### src/rtl/fft32_bfly_scheduler.sv
// Purpose: address/twiddle sequencer for an in-place 32-point radix-2 DIT FFT.
// Latency: first read 1 cycle after start; done 5*(16+RD_LAT)+1 cycles after start.
// Backpressure: none; start is ignored while busy, abort or reset cancels the run.
module fft32_bfly_scheduler #(
    parameter int N_LOG2 = 5,
    parameter int ADDR_W = N_LOG2,
    parameter int TW_W   = N_LOG2 - 1,
    parameter int RD_LAT = 2
) (
    input  logic              clk,
    input  logic              rst_n,
    input  logic              start,
    input  logic              abort,
    output logic              rd_en,
    output logic [ADDR_W-1:0] rd_addr_a,
    output logic [ADDR_W-1:0] rd_addr_b,
    output logic [TW_W-1:0]   tw_idx,
    output logic              wr_en,
    output logic [ADDR_W-1:0] wr_addr_a,
    output logic [ADDR_W-1:0] wr_addr_b,
    output logic [2:0]        stage,
    output logic              busy,
    output logic              done
);

    localparam int BF_W = N_LOG2 - 1;
    localparam int DC_W = (RD_LAT > 1) ? $clog2(RD_LAT) : 1;
    localparam logic [2:0] LAST_STAGE = 3'(N_LOG2 - 1);

    typedef enum logic [1:0] {S_IDLE, S_RUN, S_DRAIN, S_DONE} state_t;

    typedef struct packed {
        logic              vld;
        logic [ADDR_W-1:0] a;
        logic [ADDR_W-1:0] b;
    } wb_t;

    state_t            state;
    logic [BF_W-1:0]   bfly;
    logic [DC_W-1:0]   drain_cnt;
    wb_t               dly_q [RD_LAT];

    logic [2:0]        iss_s;
    logic [BF_W-1:0]   iss_j;
    logic [ADDR_W-1:0] iss_a;
    logic [ADDR_W-1:0] iss_b;
    logic [TW_W-1:0]   iss_tw;

    function automatic logic [ADDR_W-1:0] span_of(input logic [2:0] s);
        return ADDR_W'(1) << s;
    endfunction

    // Top operand: group base (grp * 2 * span) plus position inside the group.
    function automatic logic [ADDR_W-1:0] addr_a_of(input logic [2:0] s,
                                                    input logic [BF_W-1:0] j);
        logic [ADDR_W-1:0] grp;
        logic [ADDR_W-1:0] pos;
        grp = ADDR_W'(j) >> s;
        pos = ADDR_W'(j) & (span_of(s) - ADDR_W'(1));
        return (grp << (s + 3'd1)) | pos;
    endfunction

    function automatic logic [TW_W-1:0] tw_of(input logic [2:0] s,
                                              input logic [BF_W-1:0] j);
        logic [ADDR_W-1:0] pos;
        pos = ADDR_W'(j) & (span_of(s) - ADDR_W'(1));
        return TW_W'(pos << (LAST_STAGE - s));
    endfunction

    // Butterfly that would be issued on the next edge if the FSM chooses to issue.
    always_comb begin
        iss_s = stage;
        iss_j = bfly + BF_W'(1);
        if (state == S_IDLE) begin
            iss_s = 3'd0;
            iss_j = '0;
        end else if (state == S_DRAIN) begin
            iss_s = stage + 3'd1;
            iss_j = '0;
        end
        iss_a  = addr_a_of(iss_s, iss_j);
        iss_b  = iss_a + span_of(iss_s);
        iss_tw = tw_of(iss_s, iss_j);
    end

    always_ff @(posedge clk) begin
        if (!rst_n || abort) begin
            state     <= S_IDLE;
            stage     <= 3'd0;
            bfly      <= '0;
            drain_cnt <= '0;
            rd_en     <= 1'b0;
            rd_addr_a <= '0;
            rd_addr_b <= '0;
            tw_idx    <= '0;
            busy      <= 1'b0;
            done      <= 1'b0;
        end else begin
            case (state)
                S_IDLE: begin
                    if (start) begin
                        state     <= S_RUN;
                        stage     <= 3'd0;
                        bfly      <= '0;
                        rd_en     <= 1'b1;
                        rd_addr_a <= iss_a;
                        rd_addr_b <= iss_b;
                        tw_idx    <= iss_tw;
                        busy      <= 1'b1;
                    end
                end
                S_RUN: begin
                    if (bfly == '1) begin
                        state     <= S_DRAIN;
                        drain_cnt <= '0;
                        rd_en     <= 1'b0;
                        rd_addr_a <= '0;
                        rd_addr_b <= '0;
                        tw_idx    <= '0;
                    end else begin
                        bfly      <= iss_j;
                        rd_addr_a <= iss_a;
                        rd_addr_b <= iss_b;
                        tw_idx    <= iss_tw;
                    end
                end
                S_DRAIN: begin
                    // Holding reads off for RD_LAT cycles lets the last write land first.
                    if (drain_cnt == DC_W'(RD_LAT - 1)) begin
                        drain_cnt <= '0;
                        if (stage == LAST_STAGE) begin
                            state <= S_DONE;
                            done  <= 1'b1;
                        end else begin
                            state     <= S_RUN;
                            stage     <= iss_s;
                            bfly      <= '0;
                            rd_en     <= 1'b1;
                            rd_addr_a <= iss_a;
                            rd_addr_b <= iss_b;
                            tw_idx    <= iss_tw;
                        end
                    end else begin
                        drain_cnt <= drain_cnt + DC_W'(1);
                    end
                end
                S_DONE: begin
                    state <= S_IDLE;
                    done  <= 1'b0;
                    busy  <= 1'b0;
                    stage <= 3'd0;
                end
                default: state <= S_IDLE;
            endcase
        end
    end

    // Write-back delay line: matches the RAM read latency, flushed on cancel.
    always_ff @(posedge clk) begin
        if (!rst_n || abort) begin
            for (int k = 0; k < RD_LAT; k++) dly_q[k] <= '0;
        end else begin
            dly_q[0] <= '{vld: rd_en, a: rd_addr_a, b: rd_addr_b};
            for (int k = 1; k < RD_LAT; k++) dly_q[k] <= dly_q[k-1];
        end
    end

    assign wr_en     = dly_q[RD_LAT-1].vld;
    assign wr_addr_a = dly_q[RD_LAT-1].a;
    assign wr_addr_b = dly_q[RD_LAT-1].b;

endmodule

### config.mk
export PLATFORM = sky130hd
export DESIGN_NAME = fft32_bfly_scheduler
export DESIGN_NICKNAME = d
export VERILOG_FILES = /design/src/rtl/fft32_bfly_scheduler.sv
export SDC_FILE = /design/constraint.sdc
export NUM_CORES = 1
export LEC_CHECK = 0
export CAP_MARGIN = 5
export CORE_UTILIZATION = 50
export DETAILED_ROUTE_END_ITERATION = 8
export GPL_ROUTABILITY_DRIVEN = 0
export GPL_TIMING_DRIVEN = 1
export PLACE_DENSITY_LB_ADDON = 0.1
export RECOVER_POWER = 25
export SYNTH_ARGS = -nofsm -noshare
export SYNTH_HDL_FRONTEND = slang
export SYNTH_SLANG_ARGS = --single-unit
export TNS_END_PERCENT = 20
### constraint.sdc
create_clock -name clk -period 4.5 [get_ports clk]
set_clock_uncertainty 0.1 [all_clocks]
set_input_delay 0.9 -clock clk [delete_from_list [all_inputs] [get_ports clk]]
set_output_delay 0.9 -clock clk [all_outputs]
set_load 0.005 [all_outputs]
==> results.py, run 1 <==
metrics = {
    "timing": {
        "rsz0062_at_grt": "no",
        "max_freq_mhz": 248.4,
        "layout_min_cycle_time_ns": 4.026,
        "slew_viol_final": 0,
        "hold_viol": 0,
        "relSlewSlack_pct": 40.81,
        "finalSetupViolCount": 0,
        "worst_pin_slew_ns": 0.8879,
        "tns_ns": 0,
        "finalCritPeriodShare_pct": 89.46,
    },
    "synthesis": {
        "yosysWarnings": 0,
        "syn_area_sq_um": 2454,
        "synth.ff_latch_count": 49,
        "synthTopCellsByArea": "dfxtp_1 40%, ha_1 7.6%, and2_1 6.1%",
        "syn_inst": 268,
        "synth-edff-count": 0,
        "yosys.area.top_type": "dfxtp_1",
        "synth.top_cell.area_share_pct": 39.98,
        "syn_area_per_cell_sq_um": 9.155,
        "synth_cell_types": 52,
        "ys_seq_area_share_pct": 39.98,
        "async_flop_share_pct": 0,
        "syn_nets": 288,
        "synth_top_flop_cell": "dfxtp_1",
    },
    "clock_network": {
        "htreeDepth": 2,
        "clk_pin_slew_worst_paths_ns": 0.09,
        "root_buffer": "clkbuf_8",
        "numClockSinks": 49,
        "worstSkewPairLatency_ns": 0.30,
        "post-cts-setup-buffer-count": 0,
        "cts_hold_buf": 0,
        "cts_resized": 0,
        "cts_tree": "done",
        "cts-buffers-inserted": 5,
        "clock_path_buffers": 2,
    },
    "routing": {
        "routed_via_density": 5.282,
        "top_layer": "met4",
        "drt-total-wl_mm": 4.947,
        "post_drt_wl_per_cell_um": 13.97,
        "vias": 1870,
        "first_pass_iters": 4,
        "antenna_left": 0,
        "drcViolationCount": 0,
        "drtIter0Drc": 90,
        "wl_met2_mm": 2.066,
        "met1Wirelength_mm": 2.680,
        "wl_met3_um": 125,
    },
    "worst_setup_path": {
        "path_common_cell": "ha_1",
        "cp_data_required_time_ns": 4.61,
        "worst_path_largest_cell_delay_ns": 0.56,
        "worst-path-max-fanout": 11,
        "startpoint_type": "flop",
        "path_class": "reg2reg",
        "crit_start": "stage[0]",
        "worstReg2RegStart": "stage[0]",
        "cp-end-kind": "flop",
        "crit_chain": "inv_1, ha_1, a22oi_1, ha_1, ha_1, inv_1, ha_1, nand3b_1, o21ai_0, fa_1, a21o_1, a21oi_1, xor2_1, xnor2_1, a22o_1",
        "worstPathArrival_ns": 4.13,
        "cpMaxStageDelayCell": "dfxtp_1",
    },
    "run_status": {
        "outcome": "finished, final reports clean",
    },
    "floorplan": {
        "dieArea_sq_um": 5191,
        "core_sq_um": 4723,
        "ioPinCount": 35,
        "die_h_um": 72.05,
        "die_x_um": 72.05,
        "start_util_pct": 51.95,
        "rows": 25,
    },
    "finish": {
        "syn_to_final_growth_pct": 15.45,
        "regArea_sq_um": 980.9,
        "multi_input_area_sq_um": 1272,
        "fin_util_pct": 59.97,
        "nets": 306,
        "antennaDiodeCount": 0,
        "drive_gt1_share_pct": 5.575,
        "filler_cell_count": 449,
    },
    "job": {
        "cap_viol_max_count": 0,
    },
    "pwr": {
        "switching_share_pct": 24.56,
        "p_per_area_nw_per_um2": 264.0,
        "p_int_mw": 0.5642,
        "p_clk_share_pct": 36.2,
        "switchingPower_mw": 0.1837,
        "vdd_drop_max_uv": 142.4,
        "p_seq_share_pct": 58.8,
        "leakage_nw": 1.123,
        "combinationalPowerShare_pct": 4.9,
    },
    "global_routing": {
        "grt_pass1_vias": 1638,
        "grt_max_degree": 26,
        "antenna_found_initial": 0,
        "track_usage_pct": 20.14,
        "overflow": 0,
        "grt_pass1_wl_mm": 8.066,
    },
    "min_path": {
        "hold_class": "reg2reg",
        "holdCritStartpoint": "dly_q[0][4]",
    },
    "place": {
        "hpwl_mm": 3.622,
        "port_buffers": 34,
    },
}
-- routing by layer --
layer,vias up,GRT usage [%]
li1,956,-
met1,880,30.74
met2,27,28.72
met3,7,3.750
met4,0,5.882
met5,-,0
-- through the flow --
step	hold WS (ns)	std cells	power, mW	instance area [sq um]	worst slack [ns]
2_1_floorplan	0.3057	268	0.4738	2454	0.7772
3_3_place_gp	0.3073	346	0.4869	2741	0.5761
3_5_place_dp	0.3151	346	0.4873	2741	0.4684
4_1_cts	0.3388	354	0.7567	2836	0.4632
5_1_grt	0.3467	354	0.7785	2833	0.2160
6_report	0.3325	354	0.7479	2833	0.4744
-- worst max-delay path: cells and delay by family (launching register included) --
| family | cells | cell delay, ns |
|---|---|---|
| AOI/OAI and AO/OA | 5 | 1.08 |
| xor gates and xnor gates | 2 | 0.27 |
| adders and majority gates | 5 | 1.59 |
| buffers and inverters | 2 | 0.20 |
| DFF | 1 | 0.56 |
| and+or+nand+nor | 1 | 0.14 |
-- placed cells by master (no fill, tap or decap), types with 2 or more instances in the layout --
| cell | instances |
|---|---|
| nand4_1 | 2 |
| nand3_1 | 8 |
| a22o_1 | 10 |
| xor2_1 | 3 |
| inv_1 | 9 |
| or2_2 | 2 |
| ha_1 | 15 |
| nor4b_1 | 2 |
| clkinvlp_4 | 2 |
| buf_4 | 3 |
| nand2b_1 | 7 |
| xnor2_1 | 3 |
| a21oi_1 | 18 |
| nor3_1 | 3 |
| a211oi_1 | 6 |
| a311o_1 | 2 |
| nor3b_1 | 2 |
| o21ai_0 | 7 |
| o211ai_1 | 4 |
| nand2_1 | 14 |
| nand3b_1 | 2 |
| clkbuf_8 | 5 |
| o21a_1 | 2 |
| and2_1 | 15 |
| clkdlybuf4s50_1 | 33 |
| nor2b_1 | 7 |
| dfxtp_1 | 49 |
| a21o_1 | 2 |
| and2_0 | 9 |
| nor2_1 | 16 |
-- sequential cells by signal, summed over array words and instances, names as in the netlist --
| signal | count |
|---|---|
| dly_q | 22 |
| rd_addr_b | 5 |
| bfly | 4 |
| done | 1 |
| busy | 1 |
| stage | 3 |
| rd_addr_a | 5 |
| tw_idx | 4 |
| rd_en | 1 |
| state | 2 |
| drain_cnt | 1 |
-- final timing paths --
kind | endpoint | slack (ns) | cells after the start
setup / recovery | rd_addr_b[4] | 0.47 | 15
hold / removal | dly_q[0][15] | 0.33 | 1
setup reg to reg | rd_addr_b[4] | 0.47 | 15
hold reg to reg | dly_q[0][15] | 0.33 | 1
-- layout make-up --
cell class                      count  area share (%)
Tap cell                           67           2.959
Inverter                            9           1.193
Clock buffer                        5           2.429
Clock inverter                      3          0.9276
Timing Repair Buffer               38           12.94
Multi-Input combinational cell    183           44.92
Sequential cell                    49           34.63
-- cells in the mapped netlist, types with 2 or more instances --
library cell	instances
dfxtp_1	49
and2_1	24
a21oi_1	18
nor2_1	16
ha_1	15
nand2_1	14
a22o_1	10
buf_4	10
clkbuf_1	9
inv_1	9
nand3_1	8
nand2b_1	7
nor2b_1	7
o21ai_0	7
a211oi_1	6
buf_2	4
o211ai_1	4
buf_6	3
nor3_1	3
xnor2_1	3
xor2_1	3
a21o_1	2
a311o_1	2
nand3b_1	2
nand4_1	2
nor3b_1	2
nor4b_1	2
o21a_1	2
or2_2	2
-- cells by family (layout without fill, tap and decap cells) --
group                      count (synthesis)  in the layout  synth area share (%)
AOI/OAI and AO/OA                         66             66                 19.63
xor gates and xnor gates                   6              6                 2.142
adders and majority gates                 16             16                 8.465
buffers and inverters                     36             55                 8.159
DFF                                       49             49                 39.98
muxes                                      1              1                0.4080
and+or+nand+nor                           94             94                 21.21
-- power groups by stage --
stage               combinational (mW)  clock, mW  sequential [mW]
global placement                0.0371          0            0.450
detailed placement              0.0372          0            0.450
floorplan                       0.0258          0            0.448
CTS                             0.0373      0.279            0.440
global route                    0.0406      0.297            0.441
finish                          0.0369      0.271            0.440
(Power assumes the default switching activity.)
==> run 2: changes to the inputs <==
--- a/config.mk
+++ b/config.mk
@@ -5,7 +5,8 @@
 export SDC_FILE = /design/constraint.sdc
 export NUM_CORES = 1
 export LEC_CHECK = 0
-export CAP_MARGIN = 5
+export CAP_MARGIN = 20
+export CORE_ASPECT_RATIO = 0.7
 export CORE_UTILIZATION = 50
 export DETAILED_ROUTE_END_ITERATION = 8
 export GPL_ROUTABILITY_DRIVEN = 0
==> results.py, run 2 (synthesis results as in run 1) <==
metrics = {
    "run_status": {
        "outcome": "finished, final reports clean",
    },
    "worst_setup_path": {
        "rr_endpoint": "rd_addr_b[4]",
        "r2r_cells": 16,
        "worstPathArrival_ns": 4.03,
        "cp_data_required_time_ns": 4.62,
        "startpoint_type": "flop",
        "path_class": "reg2reg",
        "cp-end-kind": "flop",
        "crit_start": "stage[0]",
        "setup.worst_path.end": "rd_addr_b[4]",
        "worstReg2RegStart": "stage[0]",
        "worst-path-max-fanout": 11,
        "path_common_cell": "ha_1",
        "crit_chain": "inv_1, ha_1, a22oi_1, ha_1, ha_1, inv_1, ha_1, a21bo_1, a21oi_2, a311o_1, ha_1, a21o_1, a21oi_1, xor2_1, xnor2_1, a22o_1",
        "worst_path_largest_cell_delay_ns": 0.54,
        "cpMaxStageDelayCell": "dfxtp_1",
        "rrSetupSlack_ns": 0.59,
    },
    "timing": {
        "max_freq_mhz": 255.6,
        "finalSetupViolCount": 0,
        "slew_viol_final": 0,
        "worst_pin_slew_ns": 0.8973,
        "hold_viol": 0,
        "relSlewSlack_pct": 40.18,
        "finalCritPeriodShare_pct": 86.95,
        "finalHoldWorstSlack_ns": 0.3291,
        "layout_min_cycle_time_ns": 3.913,
        "rsz0062_at_grt": "no",
        "tns_ns": 0,
    },
    "min_path": {
        "hold_class": "reg2reg",
        "whs_path_depth": 1,
    },
    "pwr": {
        "p_seq_share_pct": 58.4,
        "vdd_drop_max_uv": 147.8,
        "leakage_nw": 1.129,
        "power_mw": 0.7528,
        "p_per_area_nw_per_um2": 265.2,
        "switchingPower_mw": 0.1886,
        "p_clk_share_pct": 36.6,
        "switching_share_pct": 25.05,
        "p_int_mw": 0.5642,
        "combinationalPowerShare_pct": 5.0,
    },
    "clock_network": {
        "clk_pin_slew_worst_paths_ns": 0.10,
        "worstSkewPairLatency_ns": 0.31,
        "htreeDepth": 2,
        "clock_path_buffers": 2,
        "cts_resized": 0,
        "numClockSinks": 49,
        "post-cts-setup-buffer-count": 0,
        "cts_tree": "done",
        "cts-buffers-inserted": 5,
        "root_buffer": "clkbuf_8",
        "cts_hold_buf": 0,
    },
    "floorplan": {
        "core_sq_um": 4529,
        "die_x_um": 85.73,
        "ioPinCount": 35,
        "rows": 20,
        "start_util_pct": 54.17,
        "dieArea_sq_um": 5196,
        "die_h_um": 60.61,
    },
    "global_routing": {
        "grt_max_degree": 26,
        "grt_pass1_vias": 1609,
        "overflow": 0,
        "antenna_found_initial": 0,
        "grt_pass1_wl_mm": 8.273,
        "track_usage_pct": 21.11,
    },
    "finish": {
        "antennaDiodeCount": 0,
        "final_cell_mix": "49 x dfxtp_1, 33 x clkdlybuf4s50_1, 18 x a21oi_1",
        "largest_reg_flops": 22,
        "layout_commonest_cell": "dfxtp_1",
        "syn_to_final_growth_pct": 15.71,
        "top_register": "dly_q",
        "top_regs": "dly_q: 22 flops, rd_addr_a: 5 flops, rd_addr_b: 5 flops",
        "drive_gt1_share_pct": 5.903,
        "fin_util_pct": 62.68,
        "nets": 307,
        "instances_no_fill": 354,
    },
    "routing": {
        "vias": 1910,
        "post_drt_wl_per_cell_um": 14.20,
        "routed_via_density": 5.395,
        "drcViolationCount": 0,
        "first_pass_iters": 4,
        "drt-total-wl_mm": 5.027,
        "antenna_left": 0,
        "drtIter0Drc": 144,
    },
    "job": {
        "cap_viol_max_count": 0,
    },
    "place": {
        "post-place-cells": 346,
        "hpwl_mm": 3.680,
        "port_buffers": 34,
    },
}
-- run 2: cell types whose count changed in the layout (fill, tap and decap cells not counted) --
| cell | change |
|---|---|
| buf_4 | +1 |
-- run 2: critical path: cells and delay by family (launching register included) --
kind / cells / cell delay [ns]
AO/OA/AOI/OAI: 7 / 1.38
XOR/XNOR: 2 / 0.26
adder cells (fa/ha/maj): 5 / 1.34
buffers and inverters: 2 / 0.19
flip-flops: 1 / 0.54
-- run 2: layout make-up --
cell class / count / area [sq um]
clock buffers: 5 / 68.82
flip-flops and latches: 49 / 980.9
repair buffers: 39 / 374.1
well taps: 66 / 82.58
multi-input cells: 183 / 1272
clock inverters: 3 / 26.28
inverters: 9 / 33.78
fillers: 393 / 1690
-- run 2: power by group through the flow --
stage          clock network, mW  logic, mW  registers, mW
3_3_place_gp                   0     0.0371          0.450
5_1_grt                    0.301     0.0414          0.441
3_5_place_dp                   0     0.0374          0.450
2_1_floorplan                  0     0.0258          0.448
4_1_cts                    0.281     0.0375          0.440
6_report                   0.276     0.0373          0.440
-- run 2: routing by layer --
metal	share of wire [%]	track usage (%)	vias up
met5	0	0	-
met4	1.6	7.857	0
met3	6.3	4.898	7
met2	37	27.31	64
met1	56	33.19	877
li1	-	-	962
-- run 2: how the worst min path moves through the flow --
stage	start	to	slack [ns]
after floorplan	dly_q[0][0]	dly_q[0][11]	0.31
final	dly_q[0][4]	dly_q[0][15]	0.33
after global placement	dly_q[0][2]	dly_q[0][13]	0.31
after detailed placement	dly_q[0][1]	dly_q[0][12]	0.31
after global routing	dly_q[0][4]	dly_q[0][15]	0.34
after CTS	dly_q[0][4]	dly_q[0][15]	0.33
-- run 2: metrics by stage --
stage,area (sq um),setup slack (ns)
after floorplan,2454,0.7772
after global placement,2748,0.6761
after detailed placement,2748,0.5975
after CTS,2843,0.5842
after global routing,2839,0.2565
final,2839,0.5874
==> run 3: changes to the inputs <==
--- a/config.mk
+++ b/config.mk
@@ -12,7 +12,8 @@
 export GPL_ROUTABILITY_DRIVEN = 0
 export GPL_TIMING_DRIVEN = 1
 export PLACE_DENSITY_LB_ADDON = 0.1
-export RECOVER_POWER = 25
+export RECOVER_POWER = 100
+export SETUP_SLACK_MARGIN = 0.5
 export SYNTH_ARGS = -nofsm -noshare
 export SYNTH_HDL_FRONTEND = slang
 export SYNTH_SLANG_ARGS = --single-unit
==> results.py, run 3 (synthesis results as in run 1) <==
metrics = {
    "finish": {
        "antennaDiodeCount": 0,
        "top_register": "dly_q",
        "fin_util_pct": 63.15,
        "fin_area_sq_um": 2860,
        "multi_input_area_sq_um": 1274,
        "drive_gt1_share_pct": 6.873,
        "syn_to_final_growth_pct": 16.57,
        "layout_commonest_cell": "dfxtp_1",
        "largest_reg_flops": 22,
        "instances_no_fill": 357,
        "final_cell_mix": "48 x dfxtp_1, 31 x dlygate4sd3_1, 19 x a21oi_1",
        "top_regs": "dly_q: 22 flops, rd_addr_a: 5 flops, rd_addr_b: 5 flops",
        "nets": 310,
        "filler_cell_count": 385,
        "regArea_sq_um": 982.2,
    },
    "routing": {
        "top_layer": "met4",
        "vias": 1920,
        "routed_via_density": 5.378,
        "first_pass_iters": 4,
        "drtIter0Drc": 116,
        "wl_met3_um": 443,
        "drt-total-wl_mm": 5.208,
        "antenna_left": 0,
        "wl_met2_mm": 1.931,
        "drcViolationCount": 0,
        "met1Wirelength_mm": 2.776,
        "post_drt_wl_per_cell_um": 14.59,
    },
    "global_routing": {
        "grt_pass1_wl_mm": 8.273,
        "grt_max_degree": 26,
        "grt_pass1_vias": 1609,
        "antenna_found_initial": 0,
        "overflow": 0,
        "track_usage_pct": 21.11,
    },
    "timing": {
        "setup_slack_ns": 0.6069,
        "finalCritPeriodShare_pct": 86.51,
        "finalSetupViolCount": 0,
        "finalHoldWorstSlack_ns": 0.3257,
        "slew_viol_final": 0,
        "tns_ns": 0,
        "layout_min_cycle_time_ns": 3.893,
        "rsz0062_at_grt": "no",
        "max_freq_mhz": 256.9,
        "hold_viol": 0,
        "worst_pin_slew_ns": 0.8990,
        "relSlewSlack_pct": 40.06,
    },
    "clock_network": {
        "htreeDepth": 2,
        "clock_path_buffers": 2,
        "worstSkewPairLatency_ns": 0.32,
        "cts_hold_buf": 0,
        "cts_tree": "done",
        "numClockSinks": 49,
        "root_buffer": "clkbuf_8",
        "clk_pin_slew_worst_paths_ns": 0.10,
        "cts-buffers-inserted": 5,
    },
    "pwr": {
        "vdd_drop_max_uv": 147.7,
        "power_mw": 0.7537,
        "leakage_nw": 1.240,
        "p_per_area_nw_per_um2": 263.5,
    },
    "place": {
        "hpwl_mm": 3.680,
        "placed_area_sq_um": 2748,
        "post-place-cells": 346,
        "post-place-ws_ns": 0.5975,
        "port_buffers": 34,
    },
    "worst_setup_path": {
        "worstPathArrival_ns": 4.02,
        "cp_data_required_time_ns": 4.62,
        "path_class": "reg2reg",
        "cp-end-kind": "flop",
        "path_common_cell": "ha_1",
        "cp_num_buf_inv": 2,
        "worst-path-max-fanout": 8,
        "worst_path_largest_cell_delay_ns": 0.50,
        "cpMaxStageDelayCell": "dfxtp_1",
        "critical_path.top_delay_family": "compound AO/OA/AOI/OAI gates",
        "crit_chain": "inv_1, ha_1, a22oi_2, ha_1, ha_1, inv_1, ha_1, a21bo_1, a21oi_1, a311o_1, ha_1, a21o_1, a21oi_1, xor2_1, xnor2_1, a22o_1",
        "startpoint_type": "flop",
    },
    "run_status": {
        "outcome": "finished, final reports clean",
    },
    "floorplan": {
        "rows": 20,
        "die_h_um": 60.61,
        "dieArea_sq_um": 5196,
        "core_sq_um": 4529,
        "die_x_um": 85.73,
        "start_util_pct": 54.17,
        "ioPinCount": 35,
    },
    "job": {
        "cap_viol_max_count": 0,
    },
    "min_path": {
        "hold_class": "reg2reg",
    },
}
run 3: cell count changes in the layout (fill, tap and decap cells not counted), sizes merged:
| cell | before | now |
|---|---|---|
| clkdlybuf4s50 | 33 | 3 |
| buf | 4 | 6 |
| dlygate4sd3 | 1 | 31 |
| clkbuf | 6 | 7 |
run 3: power breakdown:
group          switching, mW  internal, mW
Combinational         0.0228        0.0135
Clock                  0.164         0.113
Sequential           0.00360         0.436
run 3: final cells by class:
cell class,count,share of cell area [%]
Clock buffer,5,2.406
Clock inverter,3,0.9186
Inverter,9,1.181
Multi-Input combinational cell,183,44.53
Sequential cell,49,34.34
Tap cell,66,2.887
Timing Repair Buffer,42,13.74
run 3: worst reg2reg max path: stages (launching register included):
cell	delay [ns]
dfxtp_1	0.50
inv_1	0.19
ha_1	0.37
a22oi_2	0.19
ha_1	0.23
ha_1	0.21
inv_1	0.06
ha_1	0.18
a21bo_1	0.17
a21oi_1	0.10
a311o_1	0.37
ha_1	0.35
a21o_1	0.17
a21oi_1	0.16
xor2_1	0.18
xnor2_1	0.08
a22o_1	0.19
run 3: repair_timing:
item                       4_1_cts  5_1_grt
setup buffers                    0        3
setup endpoints to repair        0        1
resized for setup                0        4
run 3: final timing paths:
path                       end  slack [ns]        start  cells past startpoint
setup / recovery  rd_addr_b[4]        0.61     stage[1]                     16
hold / removal    dly_q[0][15]        0.33  dly_q[0][4]                      1
setup reg to reg  rd_addr_b[4]        0.61     stage[1]                     16
hold reg to reg   dly_q[0][15]        0.33  dly_q[0][4]                      1
run 3: metal layers:
metal  vias to the layer above  track usage [%]
met5                         -                0
met3                         6            4.898
met4                         0            7.857
met2                        79            27.31
li1                        969                -
met1                       866            33.19
